$ cat src/rtl/prog_ram_loader.sv
// Program/data RAM with a CPU bus port and a bulk loader.
// The loader can stream words in or zero-fill the whole array while the CPU is halted.
module prog_ram_loader #(
  parameter int DATA_WIDTH    = 8,
  parameter int ADDR_WIDTH    = 4,
  parameter int OPERAND_WIDTH = 4
) (
  input  logic                  i_clk,
  input  logic                  i_rst,
  input  logic                  i_we,
  input  logic                  i_operand_only,
  input  logic [DATA_WIDTH-1:0] i_addr,
  input  logic [DATA_WIDTH-1:0] i_bus_data,
  output logic [DATA_WIDTH-1:0] o_bus_data,
  input  logic                  i_ld_start,
  input  logic                  i_ld_clear,
  input  logic                  i_ld_valid,
  input  logic [DATA_WIDTH-1:0] i_ld_data,
  output logic                  o_ld_ready,
  output logic                  o_ld_busy,
  output logic                  o_ld_done,
  output logic [ADDR_WIDTH:0]   o_ld_count
);

  localparam int DEPTH = 2 ** ADDR_WIDTH;
  localparam logic [ADDR_WIDTH-1:0] PTR_ONE = 1;
  localparam logic [ADDR_WIDTH:0]   CNT_ONE = 1;

  typedef enum logic [1:0] {
    S_IDLE,
    S_CLEAR,
    S_LOAD,
    S_DONE
  } state_t;

  state_t                  state_q, state_d;
  logic [ADDR_WIDTH-1:0]   ptr_q, ptr_d;
  logic [ADDR_WIDTH:0]     count_q, count_d;
  logic [DATA_WIDTH-1:0]   mem_q [DEPTH];

  logic                    mem_we;
  logic [ADDR_WIDTH-1:0]   mem_waddr;
  logic [DATA_WIDTH-1:0]   mem_wdata;
  logic [ADDR_WIDTH-1:0]   cpu_addr;
  logic [DATA_WIDTH-1:0]   rd_word;

  assign cpu_addr = i_addr[ADDR_WIDTH-1:0];
  assign rd_word  = mem_q[cpu_addr];

  generate
    if (OPERAND_WIDTH < DATA_WIDTH) begin : g_opmask
      assign o_bus_data = i_operand_only
        ? {{(DATA_WIDTH-OPERAND_WIDTH){1'b0}}, rd_word[OPERAND_WIDTH-1:0]}
        : rd_word;
    end else begin : g_nomask
      assign o_bus_data = rd_word;
    end

    // Upper CPU address bits are deliberately ignored (the memory aliases).
    if (DATA_WIDTH > ADDR_WIDTH) begin : g_addr_hi
      logic unused_addr_hi;
      assign unused_addr_hi = ^i_addr[DATA_WIDTH-1:ADDR_WIDTH];
    end
  endgenerate

  always_comb begin
    state_d    = state_q;
    ptr_d      = ptr_q;
    count_d    = count_q;
    mem_we     = 1'b0;
    mem_waddr  = cpu_addr;
    mem_wdata  = i_bus_data;
    o_ld_ready = 1'b0;
    o_ld_done  = 1'b0;

    case (state_q)
      S_IDLE: begin
        mem_we = i_we;
        if (i_ld_start) begin
          ptr_d   = '0;
          count_d = '0;
          state_d = i_ld_clear ? S_CLEAR : S_LOAD;
        end
      end
      S_CLEAR: begin
        mem_we    = 1'b1;
        mem_waddr = ptr_q;
        mem_wdata = '0;
        ptr_d     = ptr_q + PTR_ONE;
        count_d   = count_q + CNT_ONE;
        if (&ptr_q) state_d = S_DONE;
      end
      S_LOAD: begin
        o_ld_ready = 1'b1;
        if (i_ld_valid) begin
          mem_we    = 1'b1;
          mem_waddr = ptr_q;
          mem_wdata = i_ld_data;
          ptr_d     = ptr_q + PTR_ONE;
          count_d   = count_q + CNT_ONE;
          // Last word ends the run so the pointer never wraps onto word 0.
          if (&ptr_q) state_d = S_DONE;
        end
        if (i_ld_start) state_d = S_DONE;
      end
      S_DONE: begin
        o_ld_done = 1'b1;
        state_d   = S_IDLE;
      end
      default: state_d = S_IDLE;
    endcase
  end

  always_ff @(posedge i_clk) begin
    if (i_rst) begin
      state_q <= S_IDLE;
      ptr_q   <= '0;
      count_q <= '0;
    end else begin
      state_q <= state_d;
      ptr_q   <= ptr_d;
      count_q <= count_d;
    end
  end

  // Contents survive reset; reset only blocks a write landing in the same cycle.
  always_ff @(posedge i_clk) begin
    if (mem_we && !i_rst) mem_q[mem_waddr] <= mem_wdata;
  end

  assign o_ld_busy  = (state_q != S_IDLE);
  assign o_ld_count = count_q;

endmodule
$ cat config.mk
export PLATFORM = sky130hd
export DESIGN_NAME = prog_ram_loader
export DESIGN_NICKNAME = d
export VERILOG_FILES = /design/src/rtl/prog_ram_loader.sv
export SDC_FILE = /design/constraint.sdc
export NUM_CORES = 1
export LEC_CHECK = 0
export CORE_ASPECT_RATIO = 1.2
export CORE_MARGIN = 2
export CORE_UTILIZATION = 30
export CTS_BUF_LIST = sky130_fd_sc_hd__clkbuf_8
export DETAILED_ROUTE_END_ITERATION = 8
export REMOVE_ABC_BUFFERS = 1
export SLEW_MARGIN = 0
export SYNTH_ARGS = -nofsm -noshare
export SYNTH_HDL_FRONTEND = slang
export SYNTH_SLANG_ARGS = --single-unit
$ cat constraint.sdc
create_clock -name i_clk -period 3.7 [get_ports i_clk]
set_clock_uncertainty 0.2 [all_clocks]
set_input_delay 0.925 -clock i_clk [delete_from_list [all_inputs] [get_ports i_clk]]
set_output_delay 0.925 -clock i_clk [all_outputs]
set_load 0.005 [all_outputs]
# Word-level counts from Yosys, hierarchy flattened
# Memory sizes are Yosys's and may differ from the RTL's.
# Index checks and enable logic that the tools add are counted.
# word_totals
register_bits,11
latchBits,0
ramBits,128
mem_bits_ro,0
input_bits,31
out_inout_bits,16
wordCells,43
memories,1
# memory_table
name,depth,word_bits,read_ports,rd_ports_with_merged_regs,write_ports,line_no,rtl
mem_q,16,8,1,0,1,39,logic [DATA_WIDTH-1:0] mem_q [DEPTH];
# classes
add_sub_neg,2
multipliers,0
div_mod_pow,0
order_cmp,0
n_eq_ne,6
n_shift,0
n_mux,23
n_bitwise,0
n_reduce_logical,8
# op_table
operator,count
8-bit 2-to-1 mux,2
8-bit one-hot mux with 2 select lines,1
5-bit one-hot mux with 3 select lines,1
4-bit 2-to-1 mux,3
4-bit one-hot mux with 3 select lines,1
2-bit 2-to-1 mux,5
5-bit 2-to-1 mux,2
2-bit one-hot mux with 4 select lines,1
4-bit one-hot mux with 2 select lines,1
5-bit by 1-bit adder with 5-bit output (second input constant),1
1-bit 2-to-1 mux,5
4-bit by 1-bit adder with 4-bit output (second input constant),1
2-bit == test (second input constant),2
2-bit != test (second input constant),2
4-bit AND reduction,1
3-bit != test (second input constant),1
1-bit one-hot mux with 3 select lines,1
3-bit AND reduction,1
3-bit nonzero test,1
2-bit by 1-bit == test with 1-bit output (second input constant),1
2-bit zero test,1
2-bit AND reduction,1
2-bit nonzero test,1
1-bit logical AND,1
1-bit zero test,1

# Depth between registers and ports, before layout
# Gate-level depths: netlist (run 1).
# logic_depth
word_depth,5
mapped_depth,8
ltp_nobuf,6

# Least setup slack after synthesis (run 1)
# OpenSTA, ideal clock, no wires.
# synth_timing
path_type,input to output
from,in i_addr[1]
to,out o_bus_data[7]
arrival_time_ns,2.051
t_required_ns,2.575
path_slack_ns,0.524
path_stages,6
path_buffers,3
path_cell_list,buf_2 buf_2 buf_2 mux4_2 mux2i_1 o22ai_1
# synth_via
elab_chain_len,2
# synth_lines
item,line_no,rtl
"start, declared",12,"input logic [DATA_WIDTH-1:0] i_addr,"
memory read 16 x 8 bit,-,
8-bit 2-to-1 mux,53,"? {{(DATA_WIDTH-OPERAND_WIDTH){1'b0}}, rd_word[OPERAND_WIDTH-1:0]}"
"end, declared",14,"output logic [DATA_WIDTH-1:0] o_bus_data,"
# No other way between the ends.

# Final worst setup path (run 1)
# layout_timing
from,in i_addr[0]
to,out o_bus_data[0]
# The elaborated chain is that of the path after synthesis.

==> reports/qor_table.md, run 1 <==
| Result | This run |
|---|---|
| Vias in the first global route | 3873 |
| Total clock sinks | 139 |
| Clock tree buffer depth | 2 |
| Maximum fanout along the worst path | 4 |
| Input/output buffers | 42 |
| Ratio of total power to cell area | 545 nW/µm² |
| Worst Setup Slack, final | 0.0657 ns |
| Headroom to the max-slew limit | 49.9% |
| Master cell of the clock root buffer | sky130_fd_sc_hd__clkbuf_8 |
| Placed cell count | 711 |
| Number of DRC violations after detailed routing | 0 |
| Final setup vio count | 0 |
| Post-synth ARST share | 0% |
| Vias | 3643 |
| Clock buffer count from CTS | 17 |
| Count of synthesis-stage warnings from yosys | 0 |
| Die span in y | 159 µm |
| Peak supply drop | 0.255 mV |
| CP peak stage delay | 0.48 ns |
| Detailed-route wire length | 13600 µm |
| Hold Crit Start | o_ld_count[1]$_SDFFE_PP0P_ |
| Top cells by count, synth | sky130_fd_sc_hd__edfxtp_1 (128), sky130_fd_sc_hd__mux4_2 (30), sky130_fd_sc_hd__nor3_1 (18), sky130_fd_sc_hd__o21ai_0 (18) |
| CTS Hold Buffers Added | 0 |
| Number of nets in the finished design | 519 |
| Result of the run | finished clean |
| Share of final-layout standard cells stronger than drive strength 1 | 29.9% |
| Drt first-iter violations | 329 |
| Half-perimeter wire length after detailed placement | 9150 µm |
| Clock latency of the later-clocked register in the worst-skew pair | 0.44 ns |
| Launch instance of the worst register-to-register path | state_q[0]$_SDFFE_PP0P_ |
| Cell breakdown of the critical path | buf_4 > buf_8 > mux4_2 > nor2b_1 > a211oi_2 > a21oi_1 > clkdlybuf4s50_1 |
| Worst Setup Path Type | in -> out |
| CP startpoint kind | input port |
| Slew at the pin closest to its max-slew limit | 0.746 ns |
| Synthesized cell area | 5990 µm² |
| Category of the worst setup path capture point | primary output |
| Unrepaired setup endpoints after global routing | false |
| Portion of the clock cycle consumed by the worst path in the final layout | 98.2% |
| Area share of the leading cell type in the synthesized netlist | 64.2% |
| Clock Pin Slew Worst Setup and Hold Paths | 0.09 ns |
| Hold depth | 2 |
| Drt wl/cell | 18.1 µm |
| Starting density of the core | 30.6% |
| Top-Level Pins | 47 |
| CP max stage cell | sky130_fd_sc_hd__mux4_2 |
| Largest cells by area after synthesis | sky130_fd_sc_hd__edfxtp_1 (64%), sky130_fd_sc_hd__mux4_2 (11%), sky130_fd_sc_hd__dfxtp_1 (3.7%), sky130_fd_sc_hd__mux2i_1 (2.2%), sky130_fd_sc_hd__ha_1 (1.9%) |
| Average cell area after synthesis | 16.2 µm² |
| Global-route wire length before repair | 21400 µm |
| Non-filler instance count after layout | 753 |
| Predominant post-synthesis flop cell | sky130_fd_sc_hd__edfxtp_1 |
| Worst hold margin | 0.306 ns |
| Util after Layout | 39.6% |
| Cells after synthesis | 369 |
| Count of inserted antenna diode cells | 0 |
| Final Max Slew Viols | 0 |
| Minimum clock period after layout | 3.63 ns |
| Max cap viols | 0 |
| Final weighted congestion in routability-driven placement | 0.815 |
| Number of H-tree levels | 4 |
| Worst path arrival time | 2.51 ns |
| Worst R2R Path Depth | 7 |
| Total negative slack for setup checks | 0 ns |
| Slack of the worst reg-to-reg path | 0.49 ns |
| Hold violation count in the final report | 0 |
| DR pass1 iterations | 4 |
| Horiz. Die Dim | 133 µm |
| Post-synth cell types | 45 |
| Growth of design area from synthesis to finish | 29.2% |
| Initial antenna violation count | 0 |
| Leading area contributor after synthesis | sky130_fd_sc_hd__edfxtp_1 |
| Worst min path class | reg -> reg |
| Max Fclk | 275 MHz |
| End point of the most critical hold path | o_ld_count[1]$_SDFFE_PP0P_ |
| CTS tree | done |
| Part of the Yosys area used for sequential elements | 67.9% |
| Die Outline Area | 21100 µm² |
| Worst slack, placed | -0.329 ns |
| Vias per inst | 4.84 |
| Leakage power total | 2.68 nW |
| End of the worst register-to-register path | mem_q[5][3]$_DFFE_PP_ |
| Crit path required time | 2.57 ns |
| Most frequent cell after synthesis | sky130_fd_sc_hd__edfxtp_1 |
| Area of the core | 19500 µm² |
| Synth Register Bits | 139 |
| Routed Antenna Nets | 0 |
| Gr usage total | 13.5% |
| Largest net degree at the start of global routing | 18 |
| Number of enable flip-flop cells after synthesis | 128 |
| GRT Residual Overflow | 0 |
| Placement Rows | 56 |
per-stage QoR:
step                      instance area (µm²)  power (W)
final                                    7740    0.00422
after global routing                     7740    0.00441
after CTS                                7700    0.00424
after detailed placement                 7130    0.00305
after global placement                   7130    0.00300
after floorplan                          5860    0.00259
placed cells by master, fill, tap and decap left out, drive strengths merged, types with 3 or more instances in the layout:
master           n
nor2             7
nor2b            7
inv             19
o211ai           3
dlygate4sd2      6
clkbuf          17
nand3           16
nand4            4
edfxtp         128
mux2i           13
ha               9
a22oi            5
clkinv           6
nand2           16
clkdlybuf4s50   31
nor3            18
buf             70
dfxtp           11
mux4            30
and3             3
clkinvlp         3
or3              4
o21ai           19
a211oi           3
a21oi           13
final cells by class:
type,count,area (µm²)
Clock buffer,17,234
Clock inverter,15,151
Fill cell,1775,11800
Inverter,15,56.3
Multi-Input combinational cell,195,1800
Sequential cell,139,4060
Tap cell,261,327
Timing Repair Buffer,111,1110
where the power goes:
part | switching [W] | leakage, nW | internal [W]
logic | 0.000614 | 1.24 | 0.000381
clock network | 0.000580 | 0.193 | 0.000597
registers | 0.0000429 | 1.25 | 0.00200
critical path: cells and delay by family:
family,cells,cell delay (ns)
muxes,1,0.48
AOI/OAI and AO/OA,2,0.26
buffers and inverters,3,0.69
and+or+nand+nor,1,0.15
logic make-up after synthesis:
logic type / synth area share (%)
simple gates: 7.06
xor+xnor: 0.293
compound gates: 6.39
fa+ha+maj: 1.88
flops: 67.9
mux: 13.5
buf+inv: 3.05
sequential cells by signal (all words and copies together) (netlist names):
name,count
o_ld_count,5
mem_q,128
state_q,2
ptr_q,4
repair_timing:
item | CTS | global route
cloned | 2 | 0
buffers inserted | 7 | 1
resized for setup | 26 | 8
pin swaps | 2 | 0
setup endpoints to repair | 8 | 2
worst max path at each step:
stage,to,cells after the start,startpoint,slack (ns)
6_report,o_bus_data[0],7,i_addr[0],0.07
5_1_grt,o_bus_data[0],7,i_addr[0],0.01
4_1_cts,o_bus_data[0],7,i_addr[0],0.02
3_5_place_dp,o_bus_data[1],5,i_addr[1],-0.33
3_3_place_gp,o_bus_data[1],5,i_addr[1],-0.34
2_1_floorplan,mem_q[0][0]$_DFFE_PP_,6,state_q[0]$_SDFFE_PP0P_,0.66
metal layers:
layer / share of wire [%] / track usage, % / up-vias
li1: - / - / 1698
met4: 1.8 / 4.84 / 0
met3: 5.5 / 3.42 / 17
met2: 49 / 21.9 / 111
met5: 0 / 0 / -
met1: 44 / 17.4 / 1817
Power figures use the tool's default switching activity.
==> run 2, diff against run 1 <==
--- a/config.mk
+++ b/config.mk
@@ -6,7 +6,6 @@
 export NUM_CORES = 1
 export LEC_CHECK = 0
 export CORE_ASPECT_RATIO = 1.2
-export CORE_MARGIN = 2
 export CORE_UTILIZATION = 30
 export CTS_BUF_LIST = sky130_fd_sc_hd__clkbuf_8
 export DETAILED_ROUTE_END_ITERATION = 8
==> reports/qor_table.md, run 2 (synthesis results as in run 1) <==
| Result | This run | vs previous |
|---|---|---|
| Result of the run | finished clean | unchanged |
| Die Outline Area | 20500 µm² | was 21100 µm² |
| Final setup vio count | 0 | unchanged |
| CP startpoint kind | input port | unchanged |
| Drt first-iter violations | 328 | was 329 |
| Non-filler instance count after layout | 752 | was 753 |
| Clock latency of the later-clocked register in the worst-skew pair | 0.43 ns | was 0.44 ns |
| Total negative slack for setup checks | 0 ns | unchanged |
| Sequential fraction of design power | 47.9% | was 48.5% |
| Routed Antenna Nets | 0 | unchanged |
| Internal portion of total power | 0.00305 W | was 0.00298 W |
| Worst Setup Path Type | in -> out | unchanged |
| Minimum clock period after layout | 3.64 ns | was 3.63 ns |
| Starting density of the core | 30.6% | unchanged |
| CP max stage cell | sky130_fd_sc_hd__mux4_2 | unchanged |
| Max Fclk | 274 MHz | was 275 MHz |
| Overall power after layout | 0.00427 W | was 0.00422 W |
| Die span in y | 157 µm | was 159 µm |
| Growth of design area from synthesis to finish | 29.4% | was 29.2% |
| Input/output buffers | 42 | unchanged |
| Max cap viols | 0 | unchanged |
| Unrepaired setup endpoints after global routing | false | unchanged |
| Vias | 3632 | was 3643 |
| Leakage power total | 2.67 nW | was 2.68 nW |
| CP peak stage delay | 0.53 ns | was 0.48 ns |
| Largest net degree at the start of global routing | 17 | was 18 |
| Global-route wire length before repair | 21500 µm | was 21400 µm |
| Vias in the first global route | 3757 | was 3873 |
| Top-Level Pins | 47 | unchanged |
| Final weighted congestion in routability-driven placement | 0.775 | was 0.815 |
| Half-perimeter wire length after detailed placement | 9030 µm | was 9150 µm |
| Worst hold margin | 0.305 ns | was 0.306 ns |
| Placement Rows | 56 | unchanged |
| Vias per inst | 4.83 | was 4.84 |
| Number of H-tree levels | 4 | unchanged |
| Detailed-route wire length | 13800 µm | was 13600 µm |
| Worst path arrival time | 2.52 ns | was 2.51 ns |
| Clock tree buffer depth | 2 | unchanged |
| Portion of the clock cycle consumed by the worst path in the final layout | 98.5% | was 98.2% |
| GRT Residual Overflow | 0 | unchanged |
| Final Max Slew Viols | 0 | unchanged |
| Clock power frac | 28.4% | was 27.9% |
| Horiz. Die Dim | 131 µm | was 133 µm |
| Peak supply drop | 0.237 mV | was 0.255 mV |
| Clock Pin Slew Worst Setup and Hold Paths | 0.08 ns | was 0.09 ns |
| Worst R2R Path Depth | 7 | unchanged |
| Hold violation count in the final report | 0 | unchanged |
| Part of the power in combinational logic | 23.7% | was 23.6% |
| Maximum fanout along the worst path | 5 | was 4 |
| Master cell of the clock root buffer | sky130_fd_sc_hd__clkbuf_8 | unchanged |
| Switching fraction of total power | 28.6% | was 29.4% |
| Crit path required time | 2.57 ns | about the same |
| Gr usage total | 14.7% | was 13.5% |
| Worst min path class | reg -> reg | unchanged |
| Ratio of total power to cell area | 551 nW/µm² | was 545 nW/µm² |
| CTS tree | done | unchanged |
| Drt wl/cell | 18.4 µm | was 18.1 µm |
| DR pass1 iterations | 6 | was 4 |
| Headroom to the max-slew limit | 57.8% | was 49.9% |
| Count of inserted antenna diode cells | 0 | unchanged |
| Largest register FFs | 128 | unchanged |
| Number of nets in the finished design | 518 | was 519 |
| Number of DRC violations after detailed routing | 0 | unchanged |
| Hold depth | 2 | unchanged |
| Initial antenna violation count | 0 | unchanged |
| Category of the worst setup path capture point | primary output | unchanged |
| Leading cell types in the layout, fill and taps excluded | sky130_fd_sc_hd__edfxtp_1 (128), sky130_fd_sc_hd__buf_4 (56), sky130_fd_sc_hd__mux4_2 (30), sky130_fd_sc_hd__clkdlybuf4s50_1 (30) | was sky130_fd_sc_hd__edfxtp_1 (128), sky130_fd_sc_hd__buf_4 (56), sky130_fd_sc_hd__clkdlybuf4s50_1 (31), sky130_fd_sc_hd__mux4_2 (30) |
| Most common cell after layout, fill and taps aside | sky130_fd_sc_hd__edfxtp_1 | unchanged |
| Cell breakdown of the critical path | buf_6 > buf_16 > buf_4 > buf_12 > mux4_2 > mux2i_1 > o22ai_1 > dlygate4sd2_1 | was buf_4 > buf_8 > mux4_2 > nor2b_1 > a211oi_2 > a21oi_1 > clkdlybuf4s50_1 |
| Share of final-layout standard cells stronger than drive strength 1 | 29.3% | was 29.9% |
| Most flops, register | mem_q | unchanged |
| Area of the core | 19500 µm² | unchanged |
| Total clock sinks | 139 | unchanged |
| Placed cell count | 706 | was 711 |
| Slew at the pin closest to its max-slew limit | 0.633 ns | was 0.746 ns |
| Clock buffer count from CTS | 17 | unchanged |
| Switching component of the power | 0.00122 W | was 0.00124 W |
==> run 2: what timing repair did <==
action | 4_1_cts | 5_1_grt
endpoints found under the setup margin | 8 | 2
hold buffers | 0 | 0
resized for setup | 27 | 3
setup buffers | 6 | 4
pin swaps | 3 | 1
gates cloned | 4 | 0
==> run 2: layout make-up <==
type / instances / area [µm²]
clock buffer: 17 / 234
clock inverter: 15 / 158
fill: 1746 / 11800
inverter: 15 / 56.3
multi-input combinational: 195 / 1790
sequential: 139 / 4060
tap: 261 / 327
timing repair buffer: 110 / 1120
==> run 2: path summary, 6_finish.rpt <==
check	from	endpoint	slack [ns]
max	i_addr[0]	o_bus_data[7]	0.06
min	o_ld_count[1]$_SDFFE_PP0P_	o_ld_count[1]$_SDFFE_PP0P_	0.30
max reg2reg	state_q[0]$_SDFFE_PP0P_	mem_q[4][1]$_DFFE_PP_	0.68
min reg2reg	o_ld_count[1]$_SDFFE_PP0P_	o_ld_count[1]$_SDFFE_PP0P_	0.30
==> run 2: stage by stage <==
| step | worst slack [ns] | utilization (%) | area, µm² |
|---|---|---|---|
| floorplan | 0.660 | - | 5860 |
| global placement | -0.327 | 36.2 | 7080 |
| detailed placement | -0.328 | 36.2 | 7080 |
| CTS | 0.0174 | 39.4 | 7710 |
| global route | 0.0113 | 39.6 | 7750 |
| finish | 0.0561 | 39.6 | 7750 |
==> run 2: power by group through the flow <==
stage          clock, W  sequential, W  combinational, W
2_1_floorplan         0        0.00207          0.000519
3_3_place_gp          0        0.00207          0.000935
3_5_place_dp          0        0.00208          0.000976
4_1_cts         0.00123        0.00204           0.00101
5_1_grt         0.00130        0.00205           0.00111
6_report        0.00121        0.00204           0.00101
==> run 2: routing by layer <==
metal  global-route usage (%)  share of wire [%]  vias up
met4                     4.98               0.85        0
met2                     23.9                 50      105
met1                     19.1                 43     1829
met5                        0                  0        -
met3                     3.32                5.4       10
li1                         -                  -     1688
==> run 2: critical path, delay by kind of cell <==
family / cells / cell delay, ns
buffers and inverters: 5 / 0.76
muxes: 2 / 0.73
AOI/OAI and AO/OA: 1 / 0.10
==> run 3, diff against run 2 <==
--- a/config.mk
+++ b/config.mk
@@ -9,6 +9,7 @@
 export CORE_UTILIZATION = 30
 export CTS_BUF_LIST = sky130_fd_sc_hd__clkbuf_8
 export DETAILED_ROUTE_END_ITERATION = 8
+export RECOVER_POWER = 50
 export REMOVE_ABC_BUFFERS = 1
 export SLEW_MARGIN = 0
 export SYNTH_ARGS = -nofsm -noshare
==> constraint.sdc (replaced) <==
create_clock -name i_clk -period 3.7 [get_ports i_clk]
set_clock_uncertainty 0.2 [all_clocks]
set_input_delay 0.925 -clock i_clk [delete_from_list [all_inputs] [get_ports i_clk]]
set_output_delay 0.925 -clock i_clk [all_outputs]
set_load 0.1 [all_outputs]
==> reports/qor_table.md, run 3 (synthesis results as in run 1) <==
| Result | This run | vs previous |
|---|---|---|
| Top-Level Pins | 47 | unchanged |
| Portion of the clock cycle consumed by the worst path in the final layout | 98.7% | was 98.5% |
| Global-route wire length before repair | 20200 µm | was 21500 µm |
| Growth of design area from synthesis to finish | 26.6% | was 29.4% |
| Max cap viols | 0 | unchanged |
| CTS Hold Buffers Added | 0 | unchanged |
| Area of the core | 19500 µm² | unchanged |
| Drt wl/cell | 17.2 µm | was 18.4 µm |
| Die Outline Area | 20500 µm² | unchanged |
| Worst min path class | reg -> reg | unchanged |
| Vias | 3560 | was 3632 |
| Vias in the first global route | 3680 | was 3757 |
| Initial antenna violation count | 0 | unchanged |
| Clock Pin Slew Worst Setup and Hold Paths | 0.08 ns | about the same |
| Vias per inst | 4.79 | was 4.83 |
| Total negative slack for setup checks | 0 ns | unchanged |
| Number of H-tree levels | 4 | unchanged |
| Category of the worst setup path capture point | primary output | unchanged |
| Worst Setup Path Type | in -> out | unchanged |
| Half-perimeter wire length after detailed placement | 8960 µm | was 9030 µm |
| Horiz. Die Dim | 131 µm | unchanged |
| Gr usage total | 13.8% | was 14.7% |
| Count of inserted antenna diode cells | 0 | unchanged |
| Maximum fanout along the worst path | 8 | was 5 |
| Clock tree buffer depth | 2 | unchanged |
| Slew at the pin closest to its max-slew limit | 1.16 ns | was 0.633 ns |
| Die span in y | 157 µm | unchanged |
| Final weighted congestion in routability-driven placement | 0.851 | was 0.775 |
| Placement Rows | 56 | unchanged |
| Worst slack, placed | -0.142 ns | was -0.328 ns |
| Result of the run | finished clean | unchanged |
| Minimum clock period after layout | 3.65 ns | was 3.64 ns |
| DR pass1 iterations | 4 | was 6 |
| Crit path required time | 2.57 ns | about the same |
| CP max stage cell | sky130_fd_sc_hd__mux4_2 | unchanged |
| Ratio of total power to cell area | 595 nW/µm² | was 551 nW/µm² |
| Hold violation count in the final report | 0 | unchanged |
| Total clock sinks | 139 | unchanged |
| Routed Antenna Nets | 0 | unchanged |
| Largest net degree at the start of global routing | 17 | unchanged |
| Worst path arrival time | 2.53 ns | was 2.52 ns |
| Drt first-iter violations | 286 | was 328 |
| Master cell of the clock root buffer | sky130_fd_sc_hd__clkbuf_8 | unchanged |
| Cell breakdown of the critical path | buf_2 > buf_4 > buf_4 > mux4_2 > a22oi_1 > o211ai_1 > buf_4 > buf_12 | was buf_6 > buf_16 > buf_4 > buf_12 > mux4_2 > mux2i_1 > o22ai_1 > dlygate4sd2_1 |
| Final Max Slew Viols | 0 | unchanged |
| Most flops, register | mem_q | unchanged |
| Clock latency of the later-clocked register in the worst-skew pair | 0.44 ns | was 0.43 ns |
| Max Fclk | 274 MHz | about the same |
| Number of DRC violations after detailed routing | 0 | unchanged |
| Input/output buffers | 42 | unchanged |
| Worst Setup Slack, final | 0.0490 ns | was 0.0561 ns |
| Clock buffer count from CTS | 17 | unchanged |
| Headroom to the max-slew limit | 23.3% | was 57.8% |
| Leading cell types in the layout, fill and taps excluded | sky130_fd_sc_hd__edfxtp_1 (128), sky130_fd_sc_hd__buf_4 (46), sky130_fd_sc_hd__mux4_2 (30), sky130_fd_sc_hd__clkdlybuf4s50_1 (23) | was sky130_fd_sc_hd__edfxtp_1 (128), sky130_fd_sc_hd__buf_4 (56), sky130_fd_sc_hd__mux4_2 (30), sky130_fd_sc_hd__clkdlybuf4s50_1 (30) |
| Peak supply drop | 0.428 mV | was 0.237 mV |
| GRT Residual Overflow | 0 | unchanged |
| Unrepaired setup endpoints after global routing | true | was false |
| Final setup vio count | 0 | unchanged |
| Detailed-route wire length | 12800 µm | was 13800 µm |
| CP peak stage delay | 0.50 ns | was 0.53 ns |
| Leakage power total | 2.57 nW | was 2.67 nW |
| Largest register FFs | 128 | unchanged |
| Share of final-layout standard cells stronger than drive strength 1 | 26.6% | was 29.3% |
| Cell mode on critical path | sky130_fd_sc_hd__buf_4 |  |
| Number of nets in the finished design | 509 | was 518 |
| Most common cell after layout, fill and taps aside | sky130_fd_sc_hd__edfxtp_1 | unchanged |
| Starting density of the core | 30.6% | unchanged |
| CP startpoint kind | input port | unchanged |
| CTS tree | done | unchanged |
==> run 3: cell types whose count changed in the layout (fill, tap and decap cells not counted), moves of 3 or more <==
| cell | previous run | this run |
|---|---|---|
| sky130_fd_sc_hd__buf_4 | 56 | 46 |
| sky130_fd_sc_hd__clkbuf_1 | 0 | 15 |
| sky130_fd_sc_hd__buf_12 | 8 | 11 |
| sky130_fd_sc_hd__clkdlybuf4s15_1 | 3 | 0 |
| sky130_fd_sc_hd__dlygate4sd2_1 | 7 | 2 |
| sky130_fd_sc_hd__a22oi_1 | 1 | 5 |
| sky130_fd_sc_hd__clkinv_2 | 4 | 1 |
| sky130_fd_sc_hd__a22oi_2 | 4 | 0 |
| sky130_fd_sc_hd__clkdlybuf4s50_1 | 30 | 23 |
==> run 3: final cells by class <==
type                            instances  area (µm²)
Timing Repair Buffer                  101         930
Tap cell                              261         327
Sequential cell                       139        4060
Fill cell                            1794       12000
Clock buffer                           17         234
Clock inverter                         15         205
Inverter                               15        56.3
Multi-Input combinational cell        195        1760
==> run 3: power breakdown <==
part | leakage, nW | internal (W) | total, W | switching [W]
logic | 1.11 | 0.000339 | 0.00113 | 0.000789
registers | 1.25 | 0.00201 | 0.00205 | 0.0000410
clock network | 0.213 | 0.000789 | 0.00134 | 0.000549
total | 2.57 | 0.00313 | 0.00451 | 0.00138
==> run 3: worst paths after layout <==
check	startpoint	end	slack, ns	cells after the start
hold / removal	o_ld_count[1]$_SDFFE_PP0P_	o_ld_count[1]$_SDFFE_PP0P_	0.30	2
setup / recovery	i_addr[0]	o_bus_data[6]	0.05	8
hold reg to reg	o_ld_count[1]$_SDFFE_PP0P_	o_ld_count[1]$_SDFFE_PP0P_	0.30	2
setup reg to reg	state_q[0]$_SDFFE_PP0P_	mem_q[0][4]$_DFFE_PP_	0.65	8
==> run 3: per-layer routing <==
| metal | wire length, µm | global-route usage, % | vias to the layer above |
|---|---|---|---|
| met5 | 0 | 0 | - |
| met4 | 149 | 5.36 | 0 |
| met3 | 572 | 3.35 | 11 |
| met2 | 6420 | 22.6 | 100 |
| met1 | 5650 | 17.6 | 1781 |
| li1 | - | - | 1668 |
==> run 3: per-stage QoR <==
stage / hold slack (ns) / total power, W / utilization, % / instance area (µm²) / std cells
5_1_grt: 0.330 / 0.00472 / 38.8 / 7580 / 743
4_1_cts: 0.308 / 0.00459 / 39.0 / 7620 / 743
3_5_place_dp: 0.288 / 0.00325 / 36.5 / 7140 / 710
6_report: 0.303 / 0.00451 / 38.8 / 7580 / 743
3_3_place_gp: 0.275 / 0.00320 / 36.5 / 7140 / 710
2_1_floorplan: 0.264 / 0.00279 / - / 5860 / 349
==> run 3: what timing repair did <==
item	CTS	global route
cloned	1	0
setup endpoints to repair	8	5
pin swaps	0	0
setup buffers	0	0
gates resized for setup	7	2
==> run 3: worst max-delay path, delay by kind of cell <==
kind	cells	cell delay [ns]
AO/OA/AOI/OAI	2	0.29
multiplexers	1	0.50
buffers and inverters	5	0.80
